===== src/rtl/prebuf_pkg.sv =====
// rtl/prebuf_pkg.sv - shared types and constants for the pre-buffer ping-pong controller
package prebuf_pkg;

  typedef logic bank_t;

  localparam int DEF_LINE_W = 1920;

  // Bank 1 starts right after one full line of bank 0.
  localparam int BANK1_BASE = DEF_LINE_W;

  // Counter wide enough to hold a full line length (0..line_w).
  function automatic int cnt_w(input int line_w);
    return $clog2(line_w + 1);
  endfunction

endpackage


===== src/rtl/prebuf_pingpong_ctrl.sv =====
// rtl/prebuf_pingpong_ctrl.sv - ping-pong line buffer controller in front of the pre-buffer BRAM
module prebuf_pingpong_ctrl
  import prebuf_pkg::*;
#(
  parameter int DWIDTH = 16,
  parameter int AWIDTH = 12,
  parameter int LINE_W = BANK1_BASE
) (
  input  logic              clk,
  input  logic              rst_n,
  input  logic              s_valid,
  output logic              s_ready,
  input  logic [DWIDTH-1:0] s_data,
  input  logic              s_last,
  output logic              m_valid,
  input  logic              m_ready,
  output logic [DWIDTH-1:0] m_data,
  output logic              m_last,
  output logic [AWIDTH-1:0] ram_addr0,
  output logic              ram_ce0,
  output logic              ram_we0,
  output logic [DWIDTH-1:0] ram_d0,
  output logic [AWIDTH-1:0] ram_addr1,
  output logic              ram_ce1,
  output logic              ram_we1,
  input  logic [DWIDTH-1:0] ram_q1,
  output logic              line_err,
  output logic [1:0]        lines_stored
);

  localparam int CW = cnt_w(LINE_W);
  localparam logic [CW-1:0]     LAST_IDX = CW'(LINE_W - 1);
  localparam logic [AWIDTH-1:0] B1_ADDR  = AWIDTH'(LINE_W);

  logic [1:0]    full;
  bank_t         wr_bank;
  bank_t         rd_bank;
  logic [CW-1:0] wr_cnt;
  logic [CW-1:0] rd_cnt;
  logic [CW-1:0] len [2];
  logic          wr_accept;
  logic          wr_close;
  logic          issue;
  logic          rd_close;

  // Port strobes, addresses and handshake terms derived from the current bank state.
  always_comb begin
    s_ready      = rst_n && !full[wr_bank];
    wr_accept    = s_valid && s_ready;
    wr_close     = wr_accept && (s_last || (wr_cnt == LAST_IDX));
    ram_ce0      = wr_accept;
    ram_we0      = wr_accept;
    ram_addr0    = (wr_bank ? B1_ADDR : '0) + AWIDTH'(wr_cnt);
    ram_d0       = rst_n ? s_data : '0;
    issue        = rst_n && full[rd_bank] && (!m_valid || m_ready);
    rd_close     = issue && (rd_cnt == len[rd_bank] - CW'(1));
    ram_ce1      = issue;
    ram_we1      = 1'b0;
    ram_addr1    = (rd_bank ? B1_ADDR : '0) + AWIDTH'(rd_cnt);
    m_data       = ram_q1;
    lines_stored = {1'b0, full[0]} + {1'b0, full[1]};
  end

  // Write side: count accepted pixels, close the line on s_last or a full line, flag length mismatch.
  always_ff @(posedge clk) begin
    if (!rst_n) begin
      wr_cnt   <= '0;
      wr_bank  <= 1'b0;
      line_err <= 1'b0;
      len[0]   <= '0;
      len[1]   <= '0;
    end else if (wr_accept) begin
      if (wr_close) begin
        len[wr_bank] <= wr_cnt + CW'(1);
        wr_bank      <= !wr_bank;
        wr_cnt       <= '0;
      end else begin
        wr_cnt <= wr_cnt + CW'(1);
      end
      if (s_last != (wr_cnt == LAST_IDX)) begin
        line_err <= 1'b1;
      end
    end
  end

  // Read side: issue one read per free output slot; the BRAM's one-cycle latency lines up with m_valid.
  always_ff @(posedge clk) begin
    if (!rst_n) begin
      rd_cnt  <= '0;
      rd_bank <= 1'b0;
      m_valid <= 1'b0;
      m_last  <= 1'b0;
    end else if (issue) begin
      m_valid <= 1'b1;
      m_last  <= rd_close;
      if (rd_close) begin
        rd_cnt  <= '0;
        rd_bank <= !rd_bank;
      end else begin
        rd_cnt <= rd_cnt + CW'(1);
      end
    end else if (m_ready) begin
      m_valid <= 1'b0;
    end
  end

  // Bank occupancy: the writer fills one bank while the reader frees the other, never the same one.
  always_ff @(posedge clk) begin
    if (!rst_n) begin
      full <= 2'b00;
    end else begin
      if (wr_close) full[wr_bank] <= 1'b1;
      if (rd_close) full[rd_bank] <= 1'b0;
    end
  end

endmodule

===== config.mk =====
export PLATFORM = sky130hd
export DESIGN_NAME = prebuf_pingpong_ctrl
export DESIGN_NICKNAME = d
export VERILOG_FILES = /design/src/rtl/prebuf_pkg.sv /design/src/rtl/prebuf_pingpong_ctrl.sv
export SDC_FILE = /design/constraint.sdc
export NUM_CORES = 1
export LEC_CHECK = 0
export CAP_MARGIN = 30
export CORE_ASPECT_RATIO = 1.75
export CORE_MARGIN = 5
export CORE_UTILIZATION = 52
export DETAILED_ROUTE_END_ITERATION = 16
export GPL_ROUTABILITY_DRIVEN = 1
export PLACE_DENSITY_LB_ADDON = 0.08
export SLEW_MARGIN = 10
export SYNTH_ARGS = -nofsm -noshare
export SYNTH_HDL_FRONTEND = slang
export SYNTH_SLANG_ARGS = --single-unit

===== constraint.sdc =====
create_clock -name clk -period 4.2 [get_ports clk]
set_input_delay 1.26 -clock clk [delete_from_list [all_inputs] [get_ports clk]]
set_output_delay 1.26 -clock clk [all_outputs]
set_load 0.02 [all_outputs]

==> results of run 1 <==
final cells by class:
| class | instances | area [um^2] | area share, % |
|---|---|---|---|
| Clock buffer | 5 | 125 | 3.04 |
| Clock inverter | 3 | 47.5 | 1.16 |
| Inverter | 13 | 48.8 | 1.19 |
| Multi-Input combinational cell | 262 | 1780 | 43.4 |
| Sequential cell | 52 | 1260 | 30.7 |
| Tap cell | 82 | 103 | 2.49 |
| Timing Repair Buffer | 76 | 743 | 18.1 |
metrics by stage:
step	area, um^2	utilization [%]	hold slack (ns)	worst slack, ns
2_1_floorplan	3450	-	0.467	0.762
3_3_place_gp	3940	60.7	0.472	0.211
3_5_place_dp	3940	60.7	0.473	0.214
4_1_cts	4110	63.4	0.486	0.203
5_1_grt	4110	63.4	0.524	0.140
6_report	4110	63.4	0.480	0.214
state kept, by name (all words and copies together) (netlist names), named ones only:
signal	flops
m_valid	1
len	22
line_err	1
wr_cnt	11
wr_bank	1
m_last	1
rd_bank	1
full	2
rd_cnt	11
critical path, cell delays in order:
cell and delay (ns):
clkdlybuf4s50_1 0.47, buf_4 0.19, and3_1 0.19, clkdlybuf4s50_1 0.61
logic make-up after synthesis:
| group | after synthesis | share of synthesized area [%] |
|---|---|---|
| DFF | 52 | 36.6 |
| buffers and inverters | 60 | 11.7 |
| adders and majority gates | 15 | 5.88 |
| other | 1 | 0.109 |
| AOI/OAI and AO/OA | 51 | 10.7 |
| and+or+nand+nor | 144 | 21.6 |
| muxes | 14 | 4.10 |
| xor gates and xnor gates | 37 | 9.40 |
how the worst min path moves through the flow:
stage | to | from | cells after the start | slack (ns)
6_report | m_last$_SDFFE_PN0P_ | m_last$_SDFFE_PN0P_ | 2 | 0.48
5_1_grt | m_last$_SDFFE_PN0P_ | m_last$_SDFFE_PN0P_ | 2 | 0.52
4_1_cts | m_last$_SDFFE_PN0P_ | m_last$_SDFFE_PN0P_ | 2 | 0.49
3_5_place_dp | m_last$_SDFFE_PN0P_ | m_last$_SDFFE_PN0P_ | 2 | 0.47
3_3_place_gp | m_last$_SDFFE_PN0P_ | m_last$_SDFFE_PN0P_ | 2 | 0.47
2_1_floorplan | wr_cnt[1]$_SDFFE_PN0P_ | wr_cnt[1]$_SDFFE_PN0P_ | 2 | 0.47
power groups by stage:
stage / Sequential, mW / Clock (mW) / Combinational (mW)
final: 0.549 / 0.465 / 0.154
after global routing: 0.552 / 0.492 / 0.168
after CTS: 0.549 / 0.478 / 0.156
after detailed placement: 0.561 / 0 / 0.155
after global placement: 0.561 / 0 / 0.153
after floorplan: 0.559 / 0 / 0.116
cell usage after synthesis (all sizes together), types with 9 or more instances:
library cell / n / area, um^2
a21oi: 10 / 50.1
o21ai: 13 / 68.8
edfxtp: 22 / 661
nor2: 39 / 146
nand2: 25 / 93.8
nand3: 9 / 45.0
mux2i: 13 / 130
clkbuf: 9 / 53.8
nor2b: 10 / 62.6
dfxtp: 30 / 601
inv: 12 / 45.0
nor3: 10 / 50.1
xnor2: 26 / 228
xor2: 11 / 96.3
and2: 21 / 131
buf: 37 / 290
ha: 13 / 163
metal layers:
layer	global-route usage [%]	up-vias	wire, um
li1	-	1321	-
met1	18.4	1219	2680
met2	34.2	47	4230
met3	4.02	11	247
met4	7.53	0	217
met5	0	-	0
==> impl_metrics.env, run 1 <==
export IMPL_maxSlewViolCount=0
export IMPL_drt_iter0_markers=74
export IMPL_cts_resized=0
export IMPL_hold_viol=0
export IMPL_cts_setup_buffers=0
export IMPL_fillerInstances=572
export IMPL_finalPower_mw=1.17
export IMPL_die_area_um2=8420
export IMPL_powerDensity_nw_per_um2=284
export IMPL_clk_latency_ns=0.29
export IMPL_wl_um=7370
export IMPL_syn_avg_cell_area_um2=9.22
export IMPL_antenna_cells=0
export IMPL_crit_required_ns=2.94
export IMPL_ys_async_sr_fraction_pct=0
export IMPL_ctsHoldBuffers=0
export IMPL_synth_edff_count=22
export IMPL_post_drt_wl_per_cell_um=15.0
export IMPL_htreeDepth=2
export IMPL_fin_crit_sh_pct=94.9
export IMPL_vias=2598
export IMPL_p_comb_share_pct=13.2
export IMPL_synth_seq_cells=52
export IMPL_fin_skew_ns=0.00558
export IMPL_setup_viol=0
export IMPL_fmax_mhz=251
export IMPL_ys_flop_type="dfxtp_1"
export IMPL_grt_max_degree=24
export IMPL_switching_power_mw=0.273
export IMPL_grt_pass1_wl_um=12400
export IMPL_cts_sinks=52
export IMPL_antenna_left=0
export IMPL_syn2layout_area_growth_pct=19.3
export IMPL_status="completed"
export IMPL_initial_utilization_pct=53.1
export IMPL_yosysSeqAreaShare_pct=36.6
export IMPL_synthCells=374
export IMPL_swShare_pct=23.3
export IMPL_ys_warn_count=0
export IMPL_synth_area_um2=3450
export IMPL_arrival_ns=2.73
export IMPL_firstDrtPassIters=6
export IMPL_ctsLongestPathBuffers=2
export IMPL_critPathCapture="ram_ce1"
export IMPL_relSlewSlack_pct=56.9
export IMPL_ir_worst_vdd_uv=375
export IMPL_end_kind="output pin"
export IMPL_rrSetupSlack_ns=1.34
export IMPL_fp_row_count=39
export IMPL_rr_endpoint="rd_cnt[1]$_SDFFE_PN0P_"
export IMPL_pwr_share_seq_pct=47.0
export IMPL_via_per_inst=5.27
export IMPL_die_x_um=71.6
export IMPL_cp_start_kind="input port"
export IMPL_tightest_slew_ns=0.642
export IMPL_ys_types=52
export IMPL_period_minus_slack_ns=3.99
export IMPL_cts_buffers=5
export IMPL_gr_total_overflow=0
export IMPL_hold_path_class="reg -> reg"
export IMPL_final_cell_count_no_fill=493
export IMPL_clkTransAtPathRegs_ns=0.07
export IMPL_p_leak_nw=1.49
export IMPL_dp_hpwl_um=5790
export IMPL_maxCapViolCount=0
export IMPL_place_congestion=0.837
export IMPL_drcViolationCount=0
export IMPL_grtUsageTotal_pct=18.1
export IMPL_core_um2=6490
export IMPL_nNetsFinal=462
export IMPL_drive_above_1_share_pct=5.84
export IMPL_setup_worst_path_start="rst_n"
export IMPL_synth_nets=426
export IMPL_p_int_mw=0.897
export IMPL_grt_setup_unrepaired="false"
export IMPL_die_y_um=118
export IMPL_crit_type="in -> out"
export IMPL_boundaryPins=103
export IMPL_final_cell_mix="clkdlybuf4s50_1 (69), nor2_1 (39), dfxtp_1 (30), xnor2_1 (26), nand2_1 (25)"
export IMPL_crit_fanout=18
export IMPL_mostFrequentLayoutCell="clkdlybuf4s50_1"
export IMPL_dp_cells=485
export IMPL_pwr_share_clk_pct=39.8
export IMPL_io_buffers=69
export IMPL_antenna_found_initial=0
export IMPL_cts_root_buf="clkbuf_16"
export IMPL_reg2reg_depth=8
export IMPL_cts_tree="done"
export IMPL_grt_pass1_vias=2665
export IMPL_tns_ns=0
Note: power is estimated with default switching activity, not from simulation.
==> inputs of run 2 (changes only) <==
--- a/config.mk
+++ b/config.mk
@@ -9,8 +9,10 @@
 export CORE_ASPECT_RATIO = 1.75
 export CORE_MARGIN = 5
 export CORE_UTILIZATION = 52
+export CTS_CLUSTER_DIAMETER = 50
 export DETAILED_ROUTE_END_ITERATION = 16
 export GPL_ROUTABILITY_DRIVEN = 1
+export GPL_TIMING_DRIVEN = 0
 export PLACE_DENSITY_LB_ADDON = 0.08
 export SLEW_MARGIN = 10
 export SYNTH_ARGS = -nofsm -noshare
==> constraint.sdc (replaced) <==
create_clock -name clk -period 5.1 [get_ports clk]
set_input_delay 1.53 -clock clk [delete_from_list [all_inputs] [get_ports clk]]
set_output_delay 1.53 -clock clk [all_outputs]
set_load 0.02 [all_outputs]
==> run 2 against run 1 <==
Effect of this change: flip-flop and latch count unchanged; worst setup slack worse by 0.067 ns; final cell count up 11%; hold slack better by 0.0020 ns; global-route usage up 2.4 points; wire length up 10%; largest cell class unchanged; highest routed layer unchanged.
==> impl_metrics.env, run 2 (synthesized netlist as in run 1, its figures left out) <==
export IMPL_boundaryPins=103
export IMPL_post_drt_wl_per_cell_um=14.9
export IMPL_max_stage_delay_ns=0.52
export IMPL_cts_sinks=52
export IMPL_relSlewSlack_pct=62.3
export IMPL_vias=2881
export IMPL_grt_setup_unrepaired="false"
export IMPL_die_y_um=118
export IMPL_hold_path_class="reg -> reg"
export IMPL_syn2layout_area_growth_pct=32.9
export IMPL_placed_cell_area_um2=4400
export IMPL_drt_met1_wl_um=2810
export IMPL_hp_start="m_last$_SDFFE_PN0P_"
export IMPL_firstDrtPassIters=4
export IMPL_maxCapViolCount=0
export IMPL_grt_pass1_vias=3004
export IMPL_hold_viol=0
export IMPL_period_minus_slack_ns=4.95
export IMPL_arrival_ns=3.42
export IMPL_setup_worst_path_start="rst_n"
export IMPL_ctsLongestPathBuffers=2
export IMPL_die_area_um2=8420
export IMPL_ir_worst_vdd_uv=193
export IMPL_cp_top_family="buffers and inverters"
export IMPL_antenna_left=0
export IMPL_rrSetupSlack_ns=2.20
export IMPL_largestRegisters="len: 22 flops, rd_cnt: 11 flops, wr_cnt: 11 flops"
export IMPL_clkTransAtPathRegs_ns=0.06
export IMPL_tightest_slew_ns=0.561
export IMPL_cts_root_buf="clkbuf_16"
export IMPL_wl_um=8140
export IMPL_crit_type="in -> out"
export IMPL_grt_max_degree=16
export IMPL_path_buf_inv=4
export IMPL_regMostFlops="len"
export IMPL_largest_register_ffs=22
export IMPL_antenna_cells=0
export IMPL_cts_tree="done"
export IMPL_antenna_found_initial=0
export IMPL_status="completed"
export IMPL_initial_utilization_pct=53.1
export IMPL_wl_met3_um=257
export IMPL_fin_crit_sh_pct=97.1
export IMPL_crit_fanout=9
export IMPL_maxSlewViolCount=0
export IMPL_ctsHoldBuffers=0
export IMPL_fin_skew_ns=0.00388
export IMPL_whs_endpoint="m_last$_SDFFE_PN0P_"
export IMPL_fmax_mhz=202
export IMPL_end_kind="output pin"
export IMPL_hold_ws_ns=0.482
export IMPL_cp_slowest_cell="clkdlybuf4s50_1"
export IMPL_cp_start_kind="input port"
export IMPL_place_congestion=0.858
export IMPL_drt_iter0_markers=104
export IMPL_core_um2=6490
export IMPL_final_cell_mix="clkdlybuf4s50_1 (85), nor2_1 (39), buf_4 (32), dfxtp_1 (30), xnor2_1 (26)"
export IMPL_grtUsageTotal_pct=20.5
export IMPL_crit_path_frequent_cell="clkdlybuf4s50_1"
export IMPL_cts_buffers=5
export IMPL_nNetsFinal=517
export IMPL_clk_latency_ns=0.29
export IMPL_via_per_inst=5.26
export IMPL_die_x_um=71.6
export IMPL_reg2reg_depth=11
export IMPL_htreeDepth=2
export IMPL_rr_endpoint="rd_cnt[1]$_SDFFE_PN0P_"
export IMPL_fp_row_count=39
export IMPL_drcViolationCount=0
export IMPL_dp_hpwl_um=6600
export IMPL_io_buffers=85
export IMPL_crit_required_ns=3.57
export IMPL_path_cells="clkdlybuf4s50_1, and2_1, nand2_1, clkinv_1, buf_4, clkdlybuf4s50_1"
export IMPL_post_route_util_pct=70.6
export IMPL_drive_above_1_share_pct=12.2
export IMPL_powerDensity_nw_per_um2=222
export IMPL_routed_top_layer="met4"
export IMPL_setup_viol=0
export IMPL_p_leak_nw=1.74
export IMPL_gr_total_overflow=0
export IMPL_fin_area_um2=4580
export IMPL_wl_met2_um=4930
export IMPL_grt_pass1_wl_um=14000
export IMPL_hold_path_cell_count=2
export IMPL_mostFrequentLayoutCell="clkdlybuf4s50_1"
-- run 2: power by group --
group,total [mW],leakage [nW],internal (mW),switching (mW)
Clock,0.401,0.0901,0.258,0.143
Combinational,0.161,1.18,0.0825,0.0787
Sequential,0.453,0.471,0.444,0.00950
-- run 2: layout make-up --
cell class	count	area, um^2
tap	82	103
buffer	46	352
inverter	13	48.8
timing repair buffer	85	851
sequential	52	1260
multi-input combinational	262	1780
clock buffer	7	153
fill	545	1910
clock inverter	1	30.0
-- run 2: metrics by stage --
step                      TNS, ns  setup slack [ns]  instances  power, mW
after global placement      -1.10            -0.120        541      0.622
after floorplan                 0              1.12        374      0.556
after detailed placement   -0.850            -0.102        541      0.625
final                           0             0.147        548       1.02
after global routing            0            0.0191        548       1.06
after CTS                       0             0.104        549       1.03
-- run 2: metal layers --
metal,vias up,global-route usage (%)
li1,1435,-
met1,1372,20.5
met2,64,40.0
met3,10,2.82
met4,0,8.82
met5,-,0
-- run 2: how the worst max path moves through the flow --
stage	end	slack, ns	depth (start not counted)
floorplan	ram_we0	1.12	4
global placement	ram_d0[5]	-0.12	5
detailed placement	ram_d0[2]	-0.10	5
CTS	ram_d0[8]	0.10	5
global route	ram_we0	0.02	6
finish	ram_we0	0.15	6
-- run 2: worst register-to-register path, cell delays in order, from the launching register on --
cell      delay, ns
dfxtp_1        0.32
buf_6          0.14
buf_6          0.16
mux2i_1        0.28
ha_1           0.31
nor3b_1        0.37
xor2_1         0.11
o211ai_1       0.19
o21ai_0        0.12
nand4b_1       0.21
o21ai_2        0.40
o22ai_1        0.16
-- run 2: timing repair --
action / 4_1_cts / 5_1_grt
pin swaps: 0 / 0
setup endpoints to repair: 10 / 1
resized for setup: 1 / 0
setup buffers: 0 / 0
==> inputs of run 3 (changes only) <==
--- a/config.mk
+++ b/config.mk
@@ -14,6 +14,7 @@
 export GPL_ROUTABILITY_DRIVEN = 1
 export GPL_TIMING_DRIVEN = 0
 export PLACE_DENSITY_LB_ADDON = 0.08
+export RECOVER_POWER = 25
 export SLEW_MARGIN = 10
 export SYNTH_ARGS = -nofsm -noshare
 export SYNTH_HDL_FRONTEND = slang
==> run 3 against run 2 <==
Effect of this change: die area did not move; wire length fell by 0.18%; via count fell by 0.56%; critical path type unchanged; highest routed layer unchanged.
==> impl_metrics.env, run 3 (synthesized netlist as in run 1, its figures left out) <==
export IMPL_max_stage_delay_ns=0.52
export IMPL_grt_pass1_wl_um=14000
export IMPL_ctsLongestPathBuffers=2
export IMPL_cts_buffers=5
export IMPL_tns_ns=0
export IMPL_crit_required_ns=3.57
export IMPL_path_cells="clkdlybuf4s50_1, and2_0, nand2_1, clkinv_1, buf_4, clkdlybuf4s50_1"
export IMPL_cts_sinks=52
export IMPL_hold_path_class="reg -> reg"
export IMPL_switching_power_mw=0.232
export IMPL_fp_row_count=39
export IMPL_drive_above_1_share_pct=12.0
export IMPL_final_cell_count_no_fill=548
export IMPL_antenna_found_initial=0
export IMPL_die_x_um=71.6
export IMPL_drcViolationCount=0
export IMPL_cp_top_family="buffers and inverters"
export IMPL_grt_setup_unrepaired="false"
export IMPL_initial_utilization_pct=53.1
export IMPL_io_buffers=85
export IMPL_hold_ws_ns=0.480
export IMPL_place_congestion=0.858
export IMPL_setup_worst_path_start="rst_n"
export IMPL_finalPower_mw=1.01
export IMPL_grt_max_degree=16
export IMPL_wl_um=8130
export IMPL_gr_total_overflow=0
export IMPL_path_buf_inv=4
export IMPL_dp_hpwl_um=6600
export IMPL_firstDrtPassIters=4
export IMPL_post_route_util_pct=70.4
export IMPL_vias=2865
export IMPL_powerDensity_nw_per_um2=222
export IMPL_fin_skew_ns=0.00410
export IMPL_via_per_inst=5.23
export IMPL_boundaryPins=103
export IMPL_pwr_share_seq_pct=44.7
export IMPL_period_minus_slack_ns=4.95
export IMPL_dp_cells=541
export IMPL_end_kind="output pin"
export IMPL_p_int_mw=0.783
export IMPL_maxCapViolCount=0
export IMPL_crit_type="in -> out"
export IMPL_cts_root_buf="clkbuf_16"
export IMPL_drt_iter0_markers=115
export IMPL_fmax_mhz=202
export IMPL_post_drt_wl_per_cell_um=14.8
export IMPL_cp_start_kind="input port"
export IMPL_antenna_left=0
export IMPL_setup_viol=0
export IMPL_clkTransAtPathRegs_ns=0.06
export IMPL_crit_fanout=9
export IMPL_hp_start="m_last$_SDFFE_PN0P_"
export IMPL_regMostFlops="len"
export IMPL_core_um2=6490
export IMPL_largest_register_ffs=22
export IMPL_relSlewSlack_pct=62.7
export IMPL_p_comb_share_pct=15.7
export IMPL_die_y_um=118
export IMPL_cp_slowest_cell="clkdlybuf4s50_1"
export IMPL_swShare_pct=22.8
export IMPL_ir_worst_vdd_uv=193
export IMPL_antenna_cells=0
export IMPL_arrival_ns=3.42
export IMPL_final_cell_mix="clkdlybuf4s50_1 (66), nor2_1 (39), buf_4 (32), dfxtp_1 (30), xnor2_1 (26)"
export IMPL_pwr_share_clk_pct=39.6
export IMPL_fin_crit_sh_pct=97.0
export IMPL_ctsHoldBuffers=0
export IMPL_syn2layout_area_growth_pct=32.6
export IMPL_maxSlewViolCount=0
export IMPL_htreeDepth=2
export IMPL_clk_latency_ns=0.29
export IMPL_cts_tree="done"
export IMPL_largestRegisters="len: 22 flops, rd_cnt: 11 flops, wr_cnt: 11 flops"
export IMPL_mostFrequentLayoutCell="clkdlybuf4s50_1"
export IMPL_status="completed"
export IMPL_hold_viol=0
export IMPL_nNetsFinal=517
export IMPL_p_leak_nw=1.80
export IMPL_crit_path_frequent_cell="clkdlybuf4s50_1"
export IMPL_tightest_slew_ns=0.555
export IMPL_die_area_um2=8420
export IMPL_grt_pass1_vias=3004
export IMPL_grtUsageTotal_pct=20.5
run 3: cell types whose count changed in the layout (fill, tap and decap cells not counted), sizes merged:
| cell | change |
|---|---|
| clkdlybuf4s50 | -19 |
| dlygate4sd3 | +19 |
run 3: routing by layer:
metal  track usage [%]  vias up  share of wire, %
met3              2.82       10               2.9
met2              40.0       54                60
met1              20.5     1366                35
li1                  -     1435                 -
met4              8.82        0               1.8
met5                 0        -                 0
run 3: worst paths after layout:
check / cells after the start / slack, ns / end
setup / recovery: 6 / 0.15 / ram_we0
setup reg to reg: 11 / 2.20 / rd_cnt[1]$_SDFFE_PN0P_
hold / removal: 2 / 0.48 / m_last$_SDFFE_PN0P_
hold reg to reg: 2 / 0.48 / m_last$_SDFFE_PN0P_
run 3: final cells by class:
cell class              instances  area [um^2]
plain buffers                  46          342
clock buffers                   7          153
clock inverters                 1         30.0
fillers                       546         1920
inverters                      13         48.8
multi-input cells             262         1780
flip-flops and latches         52         1260
well taps                      82          103
repair buffers                 85          851
run 3: through the flow:
stage	cell area [um^2]	setup slack (ns)
2_1_floorplan	3450	1.12
3_3_place_gp	4400	-0.120
3_5_place_dp	4400	-0.102
4_1_cts	4590	0.104
5_1_grt	4570	0.0231
6_report	4570	0.153
run 3: tightest hold or removal path, delay by kind of cell (launching register included):
| kind | cells | cell delay [ns] |
|---|---|---|
| AOI/OAI and AO/OA | 1 | 0.07 |
| DFF | 1 | 0.31 |
| and+or+nand+nor | 1 | 0.06 |
run 3: what timing repair did:
item                                    4_1_cts  5_1_grt
resized for setup                             1        0
endpoints found under the setup margin       10        1
setup buffers                                 0        0
hold endpoints to repair                      0        0
run 3: power groups by stage:
stage	sequential [mW]	clock (mW)	combinational, mW
final	0.453	0.402	0.159
after global routing	0.455	0.428	0.172
after CTS	0.453	0.411	0.163
after detailed placement	0.462	0	0.162
after global placement	0.462	0	0.160
after floorplan	0.461	0	0.0951
